File: src/rtl/cubehash_core_arbiter.sv
// Two-requester arbiter in front of one shared CubeHash core.
// A requester owns the core from first grant until done, abort or reset.
`timescale 1ns/1ps
module cubehash_core_arbiter #(
  parameter int STREAM_TO = 64,
  parameter int FINAL_TO  = 200
) (
  input  logic         clk,
  input  logic         rst_p,
  input  logic         req0_valid,
  input  logic         req0_last,
  input  logic [255:0] req0_data,
  output logic         req0_ready,
  input  logic         req1_valid,
  input  logic         req1_last,
  input  logic [255:0] req1_data,
  output logic         req1_ready,
  output logic         done0,
  output logic         done1,
  output logic         err0,
  output logic         err1,
  output logic         core_blk_valid,
  output logic         core_blk_last,
  output logic [255:0] core_blk_data,
  input  logic         core_blk_ready,
  input  logic         core_hash_done,
  output logic         core_abort,
  output logic [1:0]   grant,
  output logic         busy
);

  typedef enum logic [1:0] {
    IDLE,
    STREAM,
    FINAL,
    ABORT
  } state_t;

  localparam logic [7:0] STREAM_LAST = 8'(STREAM_TO - 1);
  localparam logic [7:0] FINAL_LAST  = 8'(FINAL_TO - 1);

  state_t     state_q, state_d;
  logic [1:0] grant_q, grant_d;
  logic [7:0] wd_q, wd_d;
  logic       lo_q, lo_d;
  logic [1:0] done_q, done_d;
  logic [1:0] err_q, err_d;
  logic       abort_q, abort_d;

  logic         in_stream;
  logic         own_valid;
  logic         own_last;
  logic [255:0] own_data;
  logic         xfer;
  logic         pick1;

  assign in_stream = (state_q == STREAM);

  always_comb begin
    own_valid = 1'b0;
    own_last  = 1'b0;
    own_data  = '0;
    unique case (1'b1)
      grant_q[0]: begin
        own_valid = req0_valid;
        own_last  = req0_last;
        own_data  = req0_data;
      end
      grant_q[1]: begin
        own_valid = req1_valid;
        own_last  = req1_last;
        own_data  = req1_data;
      end
      default: ;
    endcase
  end

  assign core_blk_valid = in_stream & own_valid;
  assign core_blk_last  = in_stream & own_last;
  assign core_blk_data  = own_data;

  assign req0_ready = core_blk_ready & grant_q[0] & in_stream;
  assign req1_ready = core_blk_ready & grant_q[1] & in_stream;

  assign xfer = core_blk_valid & core_blk_ready;

  // On a tie the requester that did not own the core last time wins.
  assign pick1 = req1_valid & (~req0_valid | ~lo_q);

  always_comb begin
    state_d = state_q;
    grant_d = grant_q;
    wd_d    = wd_q;
    lo_d    = lo_q;
    done_d  = 2'b00;
    err_d   = 2'b00;
    abort_d = 1'b0;
    unique case (state_q)
      IDLE: begin
        grant_d = 2'b00;
        wd_d    = '0;
        if (req0_valid | req1_valid) begin
          state_d = STREAM;
          grant_d = pick1 ? 2'b10 : 2'b01;
          lo_d    = pick1;
        end
      end
      STREAM: begin
        if (xfer) begin
          wd_d = '0;
          if (core_blk_last) state_d = FINAL;
        end else if (wd_q == STREAM_LAST) begin
          state_d = ABORT;
          wd_d    = '0;
          abort_d = 1'b1;
          err_d   = grant_q;
        end else begin
          wd_d = wd_q + 8'd1;
        end
      end
      FINAL: begin
        if (core_hash_done) begin
          state_d = IDLE;
          grant_d = 2'b00;
          wd_d    = '0;
          done_d  = grant_q;
        end else if (wd_q == FINAL_LAST) begin
          state_d = ABORT;
          wd_d    = '0;
          abort_d = 1'b1;
          err_d   = grant_q;
        end else begin
          wd_d = wd_q + 8'd1;
        end
      end
      ABORT: begin
        state_d = IDLE;
        grant_d = 2'b00;
        wd_d    = '0;
      end
      default: begin
        state_d = IDLE;
        grant_d = 2'b00;
        wd_d    = '0;
      end
    endcase
  end

  always_ff @(posedge clk or posedge rst_p) begin
    if (rst_p) begin
      state_q <= IDLE;
      grant_q <= 2'b00;
      wd_q    <= '0;
      lo_q    <= 1'b1;
      done_q  <= 2'b00;
      err_q   <= 2'b00;
      abort_q <= 1'b0;
    end else begin
      state_q <= state_d;
      grant_q <= grant_d;
      wd_q    <= wd_d;
      lo_q    <= lo_d;
      done_q  <= done_d;
      err_q   <= err_d;
      abort_q <= abort_d;
    end
  end

  assign done0      = done_q[0];
  assign done1      = done_q[1];
  assign err0       = err_q[0];
  assign err1       = err_q[1];
  assign core_abort = abort_q;
  assign grant      = grant_q;
  assign busy       = |grant_q;

endmodule

File: config.mk
export PLATFORM = sky130hd
export DESIGN_NAME = cubehash_core_arbiter
export DESIGN_NICKNAME = d
export VERILOG_FILES = /design/src/rtl/cubehash_core_arbiter.sv
export SDC_FILE = /design/constraint.sdc
export NUM_CORES = 1
export LEC_CHECK = 0
export ABC_AREA = 1
export ABC_CLOCK_PERIOD_IN_PS = 1660
export CAP_MARGIN = 25
export CORE_AREA = 3 3 310 312
export CTS_CLUSTER_SIZE = 8
export DETAILED_ROUTE_END_ITERATION = 10
export DIE_AREA = 0 0 313 315
export PLACE_DENSITY_LB_ADDON = 0.2
export SLEW_MARGIN = 20
export SYNTH_ARGS = -nofsm -noshare
export SYNTH_HDL_FRONTEND = slang
export SYNTH_SLANG_ARGS = --single-unit
File: constraint.sdc
create_clock -name clk -period 1.66 [get_ports clk]
set_input_delay 0.332 -clock clk [delete_from_list [all_inputs] [get_ports clk]]
set_output_delay 0.332 -clock clk [all_outputs]
set_load 0.03 [all_outputs]
Yosys cells after proc, flatten, opt, wreduce, memory -nomap -nowiden. Cells that the tools add are included.

Register bits after elaboration: 18. Input port bits: 520. Output and inout port bits: 268. Word-level logic and storage cells: 68.

$add $sub $neg: 1. Equality and inequality tests: 10. Mux-type cells: 31. Bitwise logic cells: 12. Reductions and logical operators: 7.

Operators with widths (count): 256-bit one-hot mux with 2 select lines (1); 8-bit two-way mux (4); 2-bit two-way mux (15); 8-bit one-hot mux with 3 select lines (1); 8-bit by 1-bit adder with 8-bit output (second input constant) (1); 1-bit AND (8); 8-bit by 6-bit equality test with 1-bit output (second input constant) (1); 8-bit equality test (second input constant) (1); 2-bit one-hot mux with 4 select lines (1); 3-bit inequality test (second input constant) (2); 1-bit one-hot mux with 2 select lines (3); 2-bit one-hot mux with 3 select lines (1); 2-bit equality test (second input constant) (2); 1-bit two-way mux (4); 2-bit inequality test (second input constant) (2); 2-bit one-hot mux with 2 select lines (1); 2-bit AND reduction (2); 4-bit AND reduction (1); 2-bit OR reduction (2); 3-bit by 1-bit inequality test with 1-bit output (second input constant) (1); 3-bit nonzero test (1); 2-bit by 1-bit equality test with 1-bit output (second input constant) (1); 2-bit logical NOT (1); 1-bit inverter (2); 1-bit OR (2).

Depth between registers and ports, before layout. Gate-level depths: netlist (run 1).

Depth after elaboration: 6. Depth in mapped cells: 9. Gate-level depth less buffers: 9.

Worst setup path after synthesis (run 1). OpenSTA, ideal clock, no wires.

Kind: reg2out. Start: reg grant_q[0] (netlist: grant[0]). End: out req0_ready. Data arrival time: 1.638 ns. Required time: 1.328 ns. Slack: -0.310 ns. Cell stages (with the launch flop): 5. Buffers on the path: 2. Cells stage by stage: dfrtp_1 buf_6 buf_2 inv_1 nor3_1.

Longest elaborated chain between the ends: 2.

Ends and longest elaborated chain: from (decl) (line 43) `logic [1:0] grant_q, grant_d;`; from (signal assigned) (line 160) `grant_q <= grant_d;`; 1-bit AND (2 in series) (line 82) `assign req0_ready = core_blk_ready & grant_q[0] & in_stream;`; to (decl) (line 13) `output logic req0_ready,`.

Every way passes these cells.

Worst setup path in the final report (run 1).
Start: reg grant_q[1] (netlist: grant[1]). End: out core_blk_data[105].

Longest elaborated chain between the ends: 1.

Ends and longest elaborated chain: 256-bit one-hot mux with 2 select lines (line 63) `unique case (1'b1)`; to (decl) (line 24) `output logic [255:0] core_blk_data,`.

Every way passes these cells.

==> results.py, run 1 <==
metrics = {
    "job": {
        "maxCapViolCount": 0,
    },
    "floorplanning": {
        "rows": 112,
        "coreArea_mm2": 0.0933,
        "die_h_um": 315,
        "die_w_um": 313,
        "die_area_mm2": 0.0986,
        "start_util": 0.0387,
        "io_pins": 788,
    },
    "layout": {
        "final_cell_mix": "520 x clkdlybuf4s50_1, 202 x a22o_1, 179 x buf_4",
        "fin_nets": 1791,
        "final_area_mm2": 0.0146,
        "layout_commonest_cell": "clkdlybuf4s50_1",
        "area_growth_pct": 303,
        "layout-drive-gt1-share": 0.349,
        "final_util": 0.156,
    },
    "timing": {
        "rsz0062_at_grt": "true",
        "hold_violations": 0,
        "period_needed_ns": 2.02,
        "worstMarginPinSlew_ns": 0.359,
        "setup_slack_ns": -0.364,
        "max_freq_mhz": 494,
        "setup_violations": 265,
        "period_share": 1.22,
        "report.final.slew_viol_count": 0,
        "skew_ns": 0.00600,
        "slew_headroom": 0.760,
        "tns_ns": -75.21,
    },
    "logic_synthesis": {
        "synth_cell_types": 28,
        "synthAdderAreaFrac": 0.0208,
        "synth-seq-cells": 18,
        "synthXorXnorAreaFrac": 0.0121,
        "synth-compound-area-share": 0.645,
        "ys_seq_area_frac": 0.125,
        "syn_area_mm2": 0.00361,
        "synth_top_family_by_area": "compound AO/OA/AOI/OAI gates",
        "synthCells": 443,
        "syn-num-nets": 969,
        "synth-simple-area-share": 0.0911,
        "muxShareOfSynthArea": 0,
        "yosys_warnings": 0,
        "syn_avg_cell_area_um2": 8.15,
    },
    "global_route": {
        "track_usage": 0.0954,
        "antenna_found_initial": 29,
        "grt_max_degree": 45,
        "grt.overflow.total": 0,
        "grt_pass1_wl_um": 66200,
        "grt_pass1_vias": 7907,
    },
    "setup_path": {
        "path_buf_inv": 3,
        "arrival_ns": 1.69,
        "rr_endpoint": "state_q[1]",
        "slowest_delay_ns": 0.52,
        "crit_path_top_delay_cell": "dfrtp_4",
        "crit_type": "flop to output pin",
        "path_cells": "buf_16 > buf_4 > a22o_1 > buf_4",
        "path_max_fanout": 44,
        "cp-end-kind": "output pin",
        "path_common_cell": "buf_4",
        "cp_top_family": "buffers and inverters",
        "reg2reg_depth": 11,
        "reg2reg_from": "grant[1]",
        "r2r_setup_slack_ns": -0.09,
        "crit_path_start_kind": "flop",
        "crit_required_ns": 1.33,
    },
    "clocking": {
        "cts_tree": "yes",
        "clock_path_buffers": 2,
        "clk_pin_slew_ns": 0.06,
        "cts_max_level": 1,
        "cts-root-buf": "clkbuf_16",
        "clock-sinks": 18,
        "hold_buffers": 0,
        "cts_made_buffers": 3,
        "clock_latency_ns": 0.25,
    },
    "min_path": {
        "min_path_type": "input pin to async pin",
    },
    "outcome": {
        "violations": "setup timing",
        "status": "finished with violations",
    },
    "power": {
        "ir_worst_vdd_mv": 0.606,
        "leakage_nw": 6.02,
        "powerDensity_mw_per_mm2": 1550,
        "power_mw": 22.6,
    },
    "detailed_routing": {
        "firstDrtPassIters": 6,
        "ant_nets": 0,
        "routed_wl_um": 53300,
        "drcViolationCount": 0,
        "num_vias": 7443,
        "vias_per_cell": 2.95,
        "drt_first_iter_violations": 284,
        "wl_per_cell_um": 21.1,
    },
    "placement": {
        "port_buffers": 787,
        "dpl.hpwl_um": 45700,
        "place_area_mm2": 0.0134,
        "routabilityCongestion": 0.865,
    },
}
[logic make-up (layout without fill, tap and decap cells)]
family | count (synthesis) | after routing
other | 0 | 7
DFF | 18 | 18
adders and majority gates | 6 | 6
AOI/OAI and AO/OA | 267 | 267
buffers and inverters | 80 | 901
xor gates and xnor gates | 5 | 5
and+or+nand+nor | 67 | 67
[cell type report]
class,instances,area (µm²)
fill,10600,78800
timing repair buffer,875,9270
multi-input combinational,345,3060
tap,1254,1570
sequential,18,459
inverter,22,92.6
clock buffer,4,88.8
antenna,7,17.5
[repair_timing]
action,CTS,global route
gates cloned,3,8
gates resized for setup,99,61
setup buffers,9,7
setup endpoints to repair,266,278
pin swaps,4,4
[metrics by stage]
stage               setup slack (ns)  hold slack [ns]  cells
finish                        -0.364            0.410   2525
global route                  -0.368            0.464   2522
CTS                           -0.341            0.432   2503
detailed placement            -0.305            0.460   2487
global placement              -0.337            0.456   2487
floorplan                    -0.0339            0.270    443
[worst reg2reg max path, cell delays in order, from the launching register on]
cell and delay [ns]:
dfrtp_4 0.52, buf_16 0.18, buf_12 0.17, nand2_4 0.08
nand2_1 0.07, inv_2 0.09, buf_6 0.13, nand3_1 0.08
nand2_1 0.10, inv_1 0.06, nand3_1 0.09, nand2_1 0.06
[how the worst max path moves through the flow]
| stage | depth (start not counted) | end | from | slack (ns) |
|---|---|---|---|---|
| floorplan | 4 | core_blk_last | state_q[1] | -0.03 |
| global route | 4 | core_blk_data[119] | grant[1] | -0.37 |
| detailed placement | 6 | core_blk_last | req1_last | -0.30 |
| CTS | 4 | core_blk_data[136] | grant[1] | -0.34 |
| finish | 4 | core_blk_data[105] | grant[1] | -0.36 |
| global placement | 9 | state_q[0] | req1_last | -0.34 |
[state kept, by name (all words and copies together) (netlist names)]
register	flops
wd_q	8
done_q	2
err_q	2
state_q	2
lo_q	1
core_abort	1
grant	2
[routing by layer]
layer  GRT usage  part of all wire  vias to the layer above
met2       0.162              0.48                      476
met4      0.0104            0.0090                       20
met1       0.111              0.39                     3442
li1            -                 -                     3465
met3      0.0475              0.11                       40
met5           0            0.0026                        -
[power by group]
part	total (mW)	switching (mW)	internal, mW	leakage (nW)
sequential	0.672	0.121	0.551	0.238
combinational	21.4	11.3	10.1	5.74
clock	0.557	0.189	0.368	0.0442
total	22.6	11.6	11.0	6.02
[Yosys cell counts]
library cell | number | share of area
a22o_1 | 256 | 0.62
buf_2 | 52 | 0.072
nand2_1 | 24 | 0.025
inv_1 | 20 | 0.021
dfrtp_1 | 17 | 0.12
nor2_1 | 13 | 0.014
nand3_1 | 11 | 0.015
ha_1 | 6 | 0.021
nor2_2 | 6 | 0.010
clkbuf_1 | 4 | 0.0042
nand2_2 | 4 | 0.0069
nor3_1 | 4 | 0.0055
o21ai_0 | 4 | 0.0055
xor2_1 | 3 | 0.0073
buf_6 | 2 | 0.0062
nand4_1 | 2 | 0.0035
nor2_4 | 2 | 0.0062
o21bai_1 | 2 | 0.0042
xnor2_1 | 2 | 0.0049
a21boi_0 | 1 | 0.0021
a21boi_2 | 1 | 0.0031
a21oi_4 | 1 | 0.0045
dfstp_2 | 1 | 0.0073
inv_2 | 1 | 0.0010
inv_4 | 1 | 0.0017
nand3_4 | 1 | 0.0049
o21ai_2 | 1 | 0.0024
o32ai_1 | 1 | 0.0024
Power figures use the tool's default switching activity.
==> run 2: changes to the inputs <==
Settings changed: CTS_CLUSTER_DIAMETER from default to 30.
==> results of run 2 <==
No change in the layout: final DEF, timing and power equal those of run 1.
